## src/rtl/spi_arb_pkg.sv

```systemverilog
// Shared types and constants for the SPI bus arbiter between inert_intf and A2D_intf.
package spi_arb_pkg;

   typedef enum logic [1:0] {IDLE, LAUNCH, BUSY} state_t;
   typedef enum logic {INERT, A2D} owner_t;

   localparam logic [15:0] ERR_DATA = 16'hFFFF;

endpackage

```

## src/rtl/spi_bus_arb_req_slot.sv

```systemverilog
// One-deep request slot: captures a pulsed request and its command until granted.
module req_slot (
   input  logic        clk,
   input  logic        rst_n,
   input  logic        wrt,
   input  logic [15:0] cmd,
   input  logic        grant,
   output logic        pending,
   output logic [15:0] cmd_q,
   output logic        ovr
);

   // A grant wins over a simultaneous wrt, so that pulse is lost without flagging overrun.
   always_ff @(posedge clk or negedge rst_n) begin
      if (!rst_n) begin
         pending <= 1'b0;
         cmd_q   <= 16'h0000;
         ovr     <= 1'b0;
      end else if (grant) begin
         pending <= 1'b0;
      end else if (wrt) begin
         if (pending) begin
            ovr <= 1'b1;
         end else begin
            pending <= 1'b1;
            cmd_q   <= cmd;
         end
      end
   end

endmodule

```

## src/rtl/spi_bus_arb.sv

```systemverilog
// Shares one SPI master between the inertial and A2D interfaces with fixed priority,
// an A2D starvation guard and a watchdog that aborts hung transfers.
module spi_bus_arb
   import spi_arb_pkg::*;
#(
   parameter int MAX_STREAK = 4,
   parameter int TMO_CYC    = 2048
) (
   input  logic        clk,
   input  logic        rst_n,
   input  logic        inert_wrt,
   input  logic [15:0] inert_cmd,
   output logic        inert_done,
   output logic [15:0] inert_rd_data,
   input  logic        a2d_wrt,
   input  logic [15:0] a2d_cmd,
   output logic        a2d_done,
   output logic [15:0] a2d_rd_data,
   output logic        m_wrt,
   output logic [15:0] m_cmd,
   input  logic        m_done,
   input  logic [15:0] m_rd_data,
   input  logic        m_SS_n,
   output logic        INERT_SS_n,
   output logic        A2D_SS_n,
   output logic [1:0]  ovr_err,
   output logic        tmo_err
);

   localparam int TMR_W = $clog2(TMO_CYC);
   localparam int STR_W = $clog2(MAX_STREAK + 1);
   localparam logic [TMR_W-1:0] TMR_LAST = TMR_W'(TMO_CYC - 1);
   localparam logic [STR_W-1:0] STR_MAX  = STR_W'(MAX_STREAK);

   state_t            state_reg;
   owner_t            owner_reg;
   logic [TMR_W-1:0]  timer_reg;
   logic [STR_W-1:0]  streak_reg;

   logic        inert_pend, a2d_pend;
   logic [15:0] inert_cmd_q, a2d_cmd_q;
   logic        inert_ovr, a2d_ovr;
   logic        pick_a2d, grant_inert, grant_a2d;
   logic        xfer_end;
   logic [15:0] end_data;

   req_slot u_inert_slot (
      .clk     (clk),
      .rst_n   (rst_n),
      .wrt     (inert_wrt),
      .cmd     (inert_cmd),
      .grant   (grant_inert),
      .pending (inert_pend),
      .cmd_q   (inert_cmd_q),
      .ovr     (inert_ovr)
   );

   req_slot u_a2d_slot (
      .clk     (clk),
      .rst_n   (rst_n),
      .wrt     (a2d_wrt),
      .cmd     (a2d_cmd),
      .grant   (grant_a2d),
      .pending (a2d_pend),
      .cmd_q   (a2d_cmd_q),
      .ovr     (a2d_ovr)
   );

   // A2D only overtakes a pending inertial request once the streak has saturated.
   assign pick_a2d    = a2d_pend && (!inert_pend || (streak_reg == STR_MAX));
   assign grant_a2d   = (state_reg == IDLE) && pick_a2d;
   assign grant_inert = (state_reg == IDLE) && inert_pend && !pick_a2d;

   // m_done takes precedence over a timeout landing on the same cycle.
   assign xfer_end = m_done || (timer_reg == TMR_LAST);
   assign end_data = m_done ? m_rd_data : ERR_DATA;

   assign ovr_err    = {a2d_ovr, inert_ovr};
   assign INERT_SS_n = (owner_reg == INERT) ? m_SS_n : 1'b1;
   assign A2D_SS_n   = (owner_reg == A2D)   ? m_SS_n : 1'b1;

   always_ff @(posedge clk or negedge rst_n) begin
      if (!rst_n) begin
         state_reg     <= IDLE;
         owner_reg     <= INERT;
         timer_reg     <= '0;
         streak_reg    <= '0;
         m_wrt         <= 1'b0;
         m_cmd         <= 16'h0000;
         inert_done    <= 1'b0;
         a2d_done      <= 1'b0;
         inert_rd_data <= 16'h0000;
         a2d_rd_data   <= 16'h0000;
         tmo_err       <= 1'b0;
      end else begin
         m_wrt      <= 1'b0;
         inert_done <= 1'b0;
         a2d_done   <= 1'b0;
         case (state_reg)
            IDLE: begin
               if (grant_a2d) begin
                  state_reg  <= LAUNCH;
                  owner_reg  <= A2D;
                  m_cmd      <= a2d_cmd_q;
                  m_wrt      <= 1'b1;
                  streak_reg <= '0;
               end else if (grant_inert) begin
                  state_reg <= LAUNCH;
                  owner_reg <= INERT;
                  m_cmd     <= inert_cmd_q;
                  m_wrt     <= 1'b1;
                  if (a2d_pend && (streak_reg != STR_MAX))
                     streak_reg <= streak_reg + STR_W'(1);
               end
            end
            LAUNCH: begin
               state_reg <= BUSY;
               timer_reg <= '0;
            end
            BUSY: begin
               if (xfer_end) begin
                  state_reg <= IDLE;
                  if (!m_done)
                     tmo_err <= 1'b1;
                  if (owner_reg == INERT) begin
                     inert_rd_data <= end_data;
                     inert_done    <= 1'b1;
                  end else begin
                     a2d_rd_data <= end_data;
                     a2d_done    <= 1'b1;
                  end
               end else begin
                  timer_reg <= timer_reg + TMR_W'(1);
               end
            end
            default: state_reg <= IDLE;
         endcase
      end
   end

endmodule
```

## config.mk

```make
export PLATFORM = sky130hd
export DESIGN_NAME = spi_bus_arb
export DESIGN_NICKNAME = d
export VERILOG_FILES = /design/src/rtl/spi_arb_pkg.sv /design/src/rtl/spi_bus_arb_req_slot.sv /design/src/rtl/spi_bus_arb.sv
export SDC_FILE = /design/constraint.sdc
export NUM_CORES = 1
export LEC_CHECK = 0
export BUFFER_PORTS_ARGS = -buffer_cell sky130_fd_sc_hd__buf_2
export CAP_MARGIN = 20
export CORE_MARGIN = 1.5
export CORE_UTILIZATION = 53
export DETAILED_ROUTE_END_ITERATION = 16
export PLACE_DENSITY_LB_ADDON = 0.15
export SYNTH_ARGS = -nofsm -noshare
export SYNTH_HDL_FRONTEND = slang
export SYNTH_SLANG_ARGS = --single-unit
```

## constraint.sdc

```tcl
create_clock -name clk -period 2 [get_ports clk]
set_clock_uncertainty 0.05 [all_clocks]
set_input_delay 0.2 -clock clk [delete_from_list [all_inputs] [get_ports clk]]
set_output_delay 0.2 -clock clk [all_outputs]
set_load 0.05 [all_outputs]
```

Yosys cells after proc, flatten, opt, wreduce, memory -nomap -nowiden --
Cells that the tools add are included.
Storage, ports and cells: input port bits 54, word-level logic and storage cells 88, output and inout port bits 56, register bits after elaboration 105
Cells by class: equality and inequality tests 8, mux-type cells 29, $add $sub $neg 2, reductions and logical operators 26, bitwise logic cells 6
Operators by type and width (number):
- $mux W16 | 3
- $reduce_and A3 Y1 | 8
- $pmux W11 S2 | 1
- $mux W1 | 17
- $add A11 B1 Y11 const B | 1
- $eq A11 B11 Y1 const B | 1
- $mux W11 | 1
- $reduce_bool A2 Y1 | 5
- $mux W3 | 3
- $mux W2 | 3
- $ne A3 B3 Y1 const B | 2
- $not A1 Y1 | 6
- $pmux W2 S3 | 1
- $reduce_and A2 Y1 | 3
- $logic_and A1 B1 Y1 | 5
- $ne A2 B2 Y1 const B | 2
- $add A3 B1 Y3 const B | 1
- $eq A3 B3 Y1 const B | 1
- $eq A2 B1 Y1 const B | 1
- $eq A2 B2 Y1 const B | 1
- $logic_not A1 Y1 | 2
- $logic_not A2 Y1 | 1
- $logic_or A1 B1 Y1 | 2

Longest topological paths before layout --
word-level depth 8, mapped depth 7

Hierarchy --
A second synthesis with hierarchy kept.
Unflattened totals: cells, all modules 328, area, all modules 4377.9 sq um
Modules (own cells, without submodules):
- spi_bus_arb | area an instance 3009.1 sq um, cells an instance 248, times used 1
- req_slot | area an instance 684.4 sq um, cells an instance 40, times used 2

Worst setup path after synthesis --
No wires, ideal clock.
path type reg2reg, start reg timer_reg[0], end reg a2d_rd_data[10], cell stages (with the launch flop) 8, data arrival time 1.615 ns, path slack 0.208 ns, period minus slack after synthesis 1.792 ns, path buffers 2, cells stage by stage dfrtp_1 > ha_1 > and3_1 > a31oi_4 > and2b_1 > buf_6 > buf_6 > a2bb2oi_2
Between the ends: word-level cells in the longest chain between the ends 3
RTL lines:
- start: declaration | line spi_bus_arb.sv:37 | logic [TMR_W-1:0] timer_reg;
- start signal: assignment | line spi_bus_arb.sv:133 | timer_reg <= timer_reg + TMR_W'(1);
- $eq A11 B11 Y1 | line spi_bus_arb.sv:75 | assign xfer_end = m_done || (timer_reg == TMR_LAST);
- $logic_or A1 B1 Y1 | line spi_bus_arb.sv:75
- $reduce_and A3 Y1 (no source line)
- end signal: assignment | line spi_bus_arb.sv:129 | a2d_rd_data <= end_data;
- end: declaration | line spi_bus_arb.sv:18 | output logic [15:0] a2d_rd_data,
No other way between the ends. A chain may end at the register's enable or synchronous reset.

Final worst setup path --
start reg timer_reg[0], end reg a2d_rd_data[2]
The elaborated chain is that of the path after synthesis.

==> flow_summary.ini <==
[sta]
rsz0062_at_grt = no
post-route-min-period_ps = 1870
slew_viol_final = 0
finalHoldViolations = 0
setup-tns-final_ps = 0
worst_slack_ps = 126
relSlewSlack = 0.709
worst_slew_pin_slew_ps = 437
max_freq_mhz = 534
min_period_over_period = 0.937
setup_violations = 0

[global_routing]
grt_pass1_vias = 3134
grt_max_degree = 50
antenna_found_initial = 0
grt-ovfl-total = 0
grt_first_pass_wirelength_mm = 15.2
grt.total_usage = 0.222

[worst_setup_path]
cp-end-kind = flop
worstPathCellList = ha_1 > and3_1 > a31oi_4 > and2b_1 > buf_4 > a2bb2oi_1
criticalPathCategory = flop to flop
required_ps = 2190
cp.depth = 6
start_kind = flop
cpPeakStageDelay_ps = 430
cpMaxStageDelayCell = dfrtp_1
crit_family = simple AND/OR/NAND/NOR gates
cp.arrival_ps = 2060
critPathBufInv = 1
worstPathMaxFanout = 17
reg2regPathDepth = 6

[job]
max_cap_viol_count = 0

[finish]
seq_area_um2 = 2630
finalNetCount = 516
synthToLayoutAreaGrowth_pct = 21.4
layout-drive-gt1-share = 0.425
multi_input_area_um2 = 1690
n_antenna_cell = 0
fillerInstances = 641

[worst_hold_path]
min_delay_path_depth = 2
min_path_type = input pin to flop

[power_and_ir_drop]
p_leak_nw = 2.57
irDropWorstVdd_uv = 911
power_per_cell_area_nw_per_um2 = 1790

[clocking]
numCtsBuffers = 9
cts_buffer_depth = 2
cts_resized = 0
clock_sinks = 105
cts_tree = built
clk_latency_ps = 360
root_buffer = clkbuf_8
path_clk_slew_ps = 110
h-tree-depth = 3

[yosys]
synth_edf_count = 0
syn_area_um2 = 4490
synth_ff_type = dfrtp_1
avgSynthCellArea_um2 = 13.2
synth_warnings = 0
synth_fp_nets = 396
synthArstFlopShare = 1.00
synth.distinct_cells = 46
ys_seq_area_frac = 0.585
syn_inst = 339
ys_seq_elements = 105

[routing]
drt_iter0_markers = 116
viasPerCell = 5.67
wl_mm = 9.52
routedWlPerCell_um = 16.7
vias = 3225
ant_nets = 0
drcViolationCount = 0
drt-pass1-iter-count = 4

[die]
design.core.area_um2 = 8220
rows = 33
die-area_um2 = 9030
num_io_pins = 110
initial_core_util = 0.546
fp.dieW_um = 95.0
die_h_um = 95.0

[place]
dp_hpwl_mm = 6.67
dp_slack_ps = 98.9
numPortBuffers = 109
place_congestion = 0.881

[status]
run_status = completed
-- Yosys cell counts (2+ instances only) --
library cell,n,area (um^2)
dfrtp_1,105,2630
mux2_2,33,372
a2bb2oi_1,23,201
nor2b_1,19,119
and3_1,18,113
a221o_1,16,160
nand3_1,16,80.1
nand2_1,14,52.6
a2bb2oi_2,9,135
buf_2,9,45.0
clkbuf_1,7,26.3
nor2_1,7,26.3
buf_6,6,67.6
o21ai_0,6,30.0
a31oi_1,4,25.0
nand2b_1,4,25.0
nand4_1,4,25.0
buf_4,3,22.5
ha_1,3,37.5
o31ai_1,3,22.5
a21oi_1,2,10.0
inv_1,2,7.51
o21bai_1,2,15.0
or3_1,2,12.5
-- area by class of cell --
class,instances,share of cell area
clock buffer,9,0.0227
clock inverter,7,0.0161
inverter,2,0.00138
multi-input combinational,207,0.311
sequential,105,0.482
tap,105,0.0241
timing repair buffer,134,0.142
-- through the flow --
step            util  area, um^2  hold slack [ps]  total power [W]  std cells
2_1_floorplan      -        4490             -146          0.00724        339
3_3_place_gp   0.628        5160              120          0.00828        546
3_5_place_dp   0.628        5160              120          0.00843        546
4_1_cts        0.661        5430            0.678          0.00982        568
5_1_grt        0.663        5450             5.31           0.0103        569
6_report       0.663        5450             12.8          0.00976        569
-- layer usage --
metal | track usage | share of wire
met3 | 0.0399 | 0.059
met2 | 0.365 | 0.49
met5 | 0 | 0
met1 | 0.293 | 0.43
met4 | 0.0858 | 0.014
-- layout by cell type (no fill, tap or decap), types with 3 or more instances in the layout --
cell / n
nand2b_1: 4
nand2_1: 14
nand3_1: 16
a31oi_1: 4
buf_2: 108
nor2_1: 7
mux2_2: 33
clkbuf_8: 9
dfrtp_1: 105
a2bb2oi_2: 9
nor2b_1: 18
a2bb2oi_1: 23
and3_1: 18
buf_4: 18
o21ai_0: 6
a221o_1: 16
ha_1: 3
dlygate4sd3_1: 6
o31ai_1: 3
nand4_1: 4
-- where the power goes --
part	switching [W]	internal, W	total, W
combinational	0.00302	0.00170	0.00472
sequential	0.000609	0.00306	0.00367
clock	0.000764	0.000605	0.00137
total	0.00439	0.00537	0.00976
-- final timing paths --
path | startpoint | end | slack [ps]
worst max-delay path | timer_reg[0] | a2d_rd_data[2] | 130
worst min-delay path | inert_cmd[2] | u_inert_slot.cmd_q[2] | 10
worst max register to register | timer_reg[0] | a2d_rd_data[2] | 130
worst min register to register | u_inert_slot.ovr | u_inert_slot.ovr | 430
max in group asynchronous | rst_n | timer_reg[6] | 1000
min in group asynchronous | rst_n | a2d_rd_data[3] | 260
-- timing repair --
item                                    4_1_cts  5_1_grt
endpoints found under the hold margin        35        0
setup buffers                                 0        1
hold buffers                                  6        0
endpoints found under the setup margin        0       13
-- kinds of logic after synthesis --
family / Yosys count / synth area share
multiplexers: 34 / 0.0850
AO/OA/AOI/OAI: 74 / 0.158
adder cells (fa/ha/maj): 3 / 0.00836
buffers and inverters: 27 / 0.0376
AND/OR/NAND/NOR: 96 / 0.126
flip-flops: 105 / 0.585
No activity file was read; power rests on OpenSTA's default activity.
